`src/rtl/imem_loader_pkg.sv`:
```
// imem_loader_pkg
//   Shared definitions for the instruction-memory boot loader:
//   the frame-parser state encoding, the frame start marker and the
//   width of the running payload checksum.
package imem_loader_pkg;

    typedef enum logic [2:0] {
        IDLE,
        LEN_LO,
        LEN_HI,
        DATA,
        WRITE,
        CSUM,
        FIN_OK,
        FIN_ERR
    } state_t;

    localparam logic [7:0] MAGIC  = 8'hA5;
    localparam int         CSUM_W = 8;

endpackage

```
`src/rtl/imem_loader.sv`:
```
// imem_loader
//   Boot-time writer for the instruction RAM. Parses a framed byte stream
//   (A5, N lo, N hi, 4*N payload bytes, checksum), packs payload bytes
//   little-endian into 32-bit words and writes them sequentially from
//   BASE_ADDR. The core is held in reset until a frame with a matching
//   checksum has been fully written.
//
// Ports
//   CLK       clock, all logic on rising edge
//   RST       synchronous active-high reset
//   RX_DATA   incoming byte
//   RX_VALID  RX_DATA valid this cycle
//   RX_READY  loader accepts a byte this cycle (low only in WRITE)
//   WE        one-cycle write strobe per word
//   WA        byte address of the write (word aligned)
//   WD        write data
//   BUSY      frame in progress
//   DONE      last frame completed with a good checksum
//   ERR       last frame rejected (bad checksum or oversize length)
//   CPU_HOLD  active-high reset request to the core
//
// state   | meaning
// --------+------------------------------------------------------------
// IDLE    | no frame seen since reset; waiting for the magic byte
// LEN_LO  | expecting low byte of the word count
// LEN_HI  | expecting high byte of the word count; length is judged here
// DATA    | collecting payload bytes of the current word
// WRITE   | single cycle: word presented on WE/WA/WD, input stalled
// CSUM    | expecting the checksum byte
// FIN_OK  | last frame good; core released; waiting for next magic byte
// FIN_ERR | last frame rejected; core held; waiting for next magic byte
module imem_loader
    import imem_loader_pkg::*;
#(
    parameter int          DEPTH_WORDS = 256,
    parameter logic [31:0] BASE_ADDR   = 32'h0
) (
    input  logic        CLK,
    input  logic        RST,
    input  logic [7:0]  RX_DATA,
    input  logic        RX_VALID,
    output logic        RX_READY,
    output logic        WE,
    output logic [31:0] WA,
    output logic [31:0] WD,
    output logic        BUSY,
    output logic        DONE,
    output logic        ERR,
    output logic        CPU_HOLD
);

    localparam logic [31:0] DEPTH_L = 32'(DEPTH_WORDS);

    state_t              state;
    logic [15:0]         len;
    logic [15:0]         idx;
    logic [CSUM_W-1:0]   csum;
    logic [1:0]          lane;
    // Holds the first three bytes of a word; the fourth byte is merged
    // straight into WD on the cycle it arrives.
    logic [23:0]         pack;

    logic                accept;
    logic [15:0]         len_full;
    logic                len_oversize;
    logic [15:0]         idx_next;
    logic [CSUM_W-1:0]   csum_next;

    always_comb begin
        accept       = RX_VALID && RX_READY;
        len_full     = {RX_DATA, len[7:0]};
        len_oversize = ({16'd0, len_full} > DEPTH_L);
        idx_next     = idx + 16'd1;
        csum_next    = csum + RX_DATA[CSUM_W-1:0];
    end

    always_ff @(posedge CLK) begin
        if (RST) begin
            state    <= IDLE;
            len      <= '0;
            idx      <= '0;
            csum     <= '0;
            lane     <= '0;
            pack     <= '0;
            RX_READY <= 1'b1;
            WE       <= 1'b0;
            WA       <= '0;
            WD       <= '0;
            BUSY     <= 1'b0;
            DONE     <= 1'b0;
            ERR      <= 1'b0;
            CPU_HOLD <= 1'b1;
        end else begin
            WE <= 1'b0;
            unique case (state)
                IDLE, FIN_OK, FIN_ERR: begin
                    if (accept && RX_DATA == MAGIC) begin
                        state    <= LEN_LO;
                        BUSY     <= 1'b1;
                        CPU_HOLD <= 1'b1;
                        DONE     <= 1'b0;
                        ERR      <= 1'b0;
                        idx      <= '0;
                        csum     <= '0;
                        lane     <= '0;
                    end
                end
                LEN_LO: begin
                    if (accept) begin
                        len[7:0] <= RX_DATA;
                        state    <= LEN_HI;
                    end
                end
                LEN_HI: begin
                    if (accept) begin
                        len <= len_full;
                        if (len_oversize) begin
                            state <= FIN_ERR;
                            ERR   <= 1'b1;
                            BUSY  <= 1'b0;
                        end else if (len_full == 16'd0) begin
                            state <= CSUM;
                        end else begin
                            state <= DATA;
                        end
                    end
                end
                DATA: begin
                    if (accept) begin
                        csum <= csum_next;
                        lane <= lane + 2'd1;
                        pack <= {RX_DATA, pack[23:8]};
                        if (lane == 2'd3) begin
                            state    <= WRITE;
                            RX_READY <= 1'b0;
                            WE       <= 1'b1;
                            WA       <= BASE_ADDR + {14'd0, idx, 2'b00};
                            WD       <= {RX_DATA, pack};
                        end
                    end
                end
                WRITE: begin
                    RX_READY <= 1'b1;
                    idx      <= idx_next;
                    state    <= (idx_next == len) ? CSUM : DATA;
                end
                CSUM: begin
                    if (accept) begin
                        BUSY <= 1'b0;
                        if (RX_DATA[CSUM_W-1:0] == csum) begin
                            state    <= FIN_OK;
                            DONE     <= 1'b1;
                            CPU_HOLD <= 1'b0;
                        end else begin
                            state <= FIN_ERR;
                            ERR   <= 1'b1;
                        end
                    end
                end
                default: state <= IDLE;
            endcase
        end
    end

endmodule

```
`config.mk`:
```
export PLATFORM = sky130hd
export DESIGN_NAME = imem_loader
export DESIGN_NICKNAME = d
export VERILOG_FILES = /design/src/rtl/imem_loader_pkg.sv /design/src/rtl/imem_loader.sv
export SDC_FILE = /design/constraint.sdc
export NUM_CORES = 1
export LEC_CHECK = 0
export ABC_AREA = 1
export BUFFER_PORTS_ARGS = -buffer_cell sky130_fd_sc_hd__buf_2
export CORE_MARGIN = 1
export CORE_UTILIZATION = 52
export CTS_CLUSTER_DIAMETER = 60
export DETAILED_ROUTE_END_ITERATION = 10
export GPL_ROUTABILITY_DRIVEN = 0
export MAX_ROUTING_LAYER = met4
export PLACE_DENSITY = 0.76
export SYNTH_ARGS = -nofsm -noshare
export SYNTH_HDL_FRONTEND = slang
export SYNTH_SLANG_ARGS = --single-unit
```
`constraint.sdc`:
```
create_clock -name CLK -period 1.9 [get_ports CLK]
set_clock_uncertainty 0.15 [all_clocks]
set_input_delay 0.095 -clock CLK [delete_from_list [all_inputs] [get_ports CLK]]
set_output_delay 0.095 -clock CLK [all_outputs]
set_load 0.01 [all_outputs]
```
==> reports/qor.txt <==
fraction of registers with async set/reset: 0%
Compound-Gate Fraction of Synth Area: 14.79%
Routed WL: 16.80 mm
DR vias: 5902
crit path buf inv count: 0
cell family with most CP delay: simple AND/OR/NAND/NOR gates
# clock sinks: 123
post-synthesis instance area: 0.005727 mm²
sw frac: 26.43%
Crit path top cell by count: nand2_1
DIE AREA: 0.01144 mm²
Mean Syn Cell Area: 7.295 µm²
DRT Pass-1 Iters: 6
unrepaired setup endpoints after global routing: true
DR DRC count: 0
count leader, synth: nand2_1
Final Max Slew Viols: 0
Setup violations, final: 3
static leakage: 3.368 nW
Die Y: 106.9 µm
DIE WIDTH: 106.9 µm
num ports: 81
Synth Area in Simple Gates: 29.56%
register area share after synthesis: 43.00%
vias in the first global route: 5577
clock transition at the registers of the reported paths: 0.06 ns
status: finished, violations left
largest family of logic cells by synthesized area: simple AND/OR/NAND/NOR gates
Yosys top cell area share: 43.00%
root buf cell: clkbuf_8
filler cell count: 796
Arr. time, crit path: 2.31 ns
layout cell share with drive strength beyond 1: 24.97%
Netlist cell types: 39
port buffer count: 64
Gate power share: 11.3%
Worst VDD drop: 0.6972 mV
Core ar.: 0.01051 mm²
clk buf depth: 2
P per Cell Area: 878.4 mW/mm²
kind of critical path: flop to flop
Final Cycle Share: 105.0%
Worst Hold Class: input pin to flop
cells taking the most area after synthesis: dfxtp_1 43%, nand2_1 8.8%, nand3_1 8.0%
Multi-input gate area: 0.003080 mm²
nets@finish: 921
antenna viol nets, final: 0
H-tree depth: 4
DR iter-0 viols: 584
initial antenna violation count: 0
max-cap violations: 0
CTS tree: done
vias per cell: 5.626
fmax: 501.3 MHz
mux share of post-synthesis cell area: 0%
Slew HR: 64.69%
xor and xnor area share after synthesis: 1.879%
cells after synthesis: 785
Non-Filler Instances: 1049
FP Rows: 37
fin util: 70.71%
setup ws final: -0.09482 ns
failing checks: setup timing
net load switching power: 1.725 mW
top cells by count, synth: 134 x nand2_1, 123 x dfxtp_1, 95 x nor2_1
Seq pwr share: 41.7%
Remaining Overflow, GRT: 0
clk_lat worst skew: 0.52 ns
Crit Path Max Fanout: 4
Post-Synth Adder-Cell Area: 2.316%
clock buffer count from CTS: 17
initial core utilization: 54.49%
Antenna Cells: 0
Synth Flop Type: dfxtp_1
number of enable flip-flop cells after synthesis: 0
Startpoint Class: flop
clock power share: 47.0%
Yosys reg bits: 123
hold violation total from the final report: 0
slowest CP cell: dfxtp_4
CP Capture Type: flop
dpl cells: 994
HPWL after detailed placement: 10.70 mm
Internal: 4.802 mW
Seq. cell area: 0.002479 mm²
crit-path cells: ha_4 > nand3_2 > nor2_4 > nand4_1 > nand3_1 > nand2_1 > nor2_1 > nand2_1 > nor2_1 > nand3_1 > nand2_1 > nand2_1 > a21oi_2
synth warn: 0
first-pass GRT wire length: 26.29 mm
largest net degree at the start of global routing: 65
Synth area leader: dfxtp_1
Total GRT Usage: 30.27%
Hold WS: 0.03930 ns
Period minus WS final: 1.995 ns
critical path required time: 2.21 ns
slowest stage delay, CP: 0.37 ns
Final Power: 6.527 mW
routed length per instance: 16.01 µm
P&R area growth vs syn: 29.76%
Least-Margin Pin Slew: 0.5297 ns
## power by group through the flow
stage	Combinational, mW	Sequential, mW	Clock, mW
2_1_floorplan	0.458	2.77	0
3_3_place_gp	0.617	2.77	0
3_5_place_dp	0.644	2.78	0
4_1_cts	0.672	2.72	3.10
5_1_grt	0.809	2.73	3.23
6_report	0.740	2.72	3.07
## worst paths after layout
path,slack [ns],start,cells past startpoint,endpoint
hold / removal,0.04,RX_VALID,5,len[15]
setup reg to reg,-0.09,idx[0],13,state[2]
hold reg to reg,0.30,DONE,2,DONE
setup / recovery,-0.09,idx[0],13,state[2]
## cell usage in the layout, fill, tap and decap left out, types with 4 or more instances in the layout
cell / instances
nand2_1: 127
dfxtp_1: 114
nor2_1: 89
nand3_1: 83
o21ai_0: 77
a21oi_1: 70
buf_2: 64
inv_1: 52
buf_4: 50
clkbuf_16: 17
conb_1: 16
nand2_2: 15
nand4_1: 14
nand3_2: 10
nor2_4: 9
dlygate4sd3_1: 9
nor2_2: 8
dfxtp_2: 7
ha_4: 6
xor2_1: 5
clkinv_4: 5
inv_2: 4
nor3_1: 4
## per-stage QoR
step | TNS (ns) | area, µm² | worst slack (ns)
floorplan | 0 | 5784 | 0.03417
global placement | -0.0005045 | 6367 | -0.0005045
detailed placement | -1.061 | 6367 | -0.1330
CTS | -0.05407 | 7206 | -0.02540
global route | -0.9449 | 7431 | -0.2302
finish | -0.2682 | 7431 | -0.09482
## area by class of cell
cell class,count,area share (%)
multi-input cells,570,41.45
flip-flops and latches,123,33.36
repair buffers,130,12.27
clock buffers,19,5.674
inverters,58,2.997
well taps,136,2.290
clock inverters,13,1.953
## worst min-delay path: stages
cell     delay [ns]
buf_2          0.09
nand2_1        0.17
buf_4          0.17
nor3_1         0.05
nor2_1         0.09
## sequential cells by signal (all words and copies together) (netlist names), 2 cells and up
| register | cells |
|---|---|
| state | 3 |
| WA | 16 |
| idx | 16 |
| csum | 8 |
| lane | 2 |
| pack | 24 |
| WD | 32 |
| len | 16 |
## layer usage
layer  vias to the layer above  GRT usage, %  share of wire (%)
met5                         -             -                  0
met4                         0         13.60                3.0
met3                        52         6.261                6.5
met2                       286         49.35                 50
met1                      2753         36.06                 41
li1                       2811             -                  -
## logic make-up after synthesis
group / after synthesis
AOI/OAI and AO/OA: 164
xor gates and xnor gates: 9
adders and majority gates: 10
buffers and inverters: 108
DFF: 123
other: 1
and+or+nand+nor: 370
## what timing repair did
| action | in CTS | in global routing |
|---|---|---|
| hold buffers | 9 | 0 |
| pin swaps | 12 | 16 |
| resized for setup | 27 | 40 |
| buffers inserted | 4 | 7 |
| endpoints found under the hold margin | 43 | 0 |
| setup endpoints to repair | 21 | 58 |
| gates cloned | 2 | 1 |
Power figures use the tool's default switching activity.
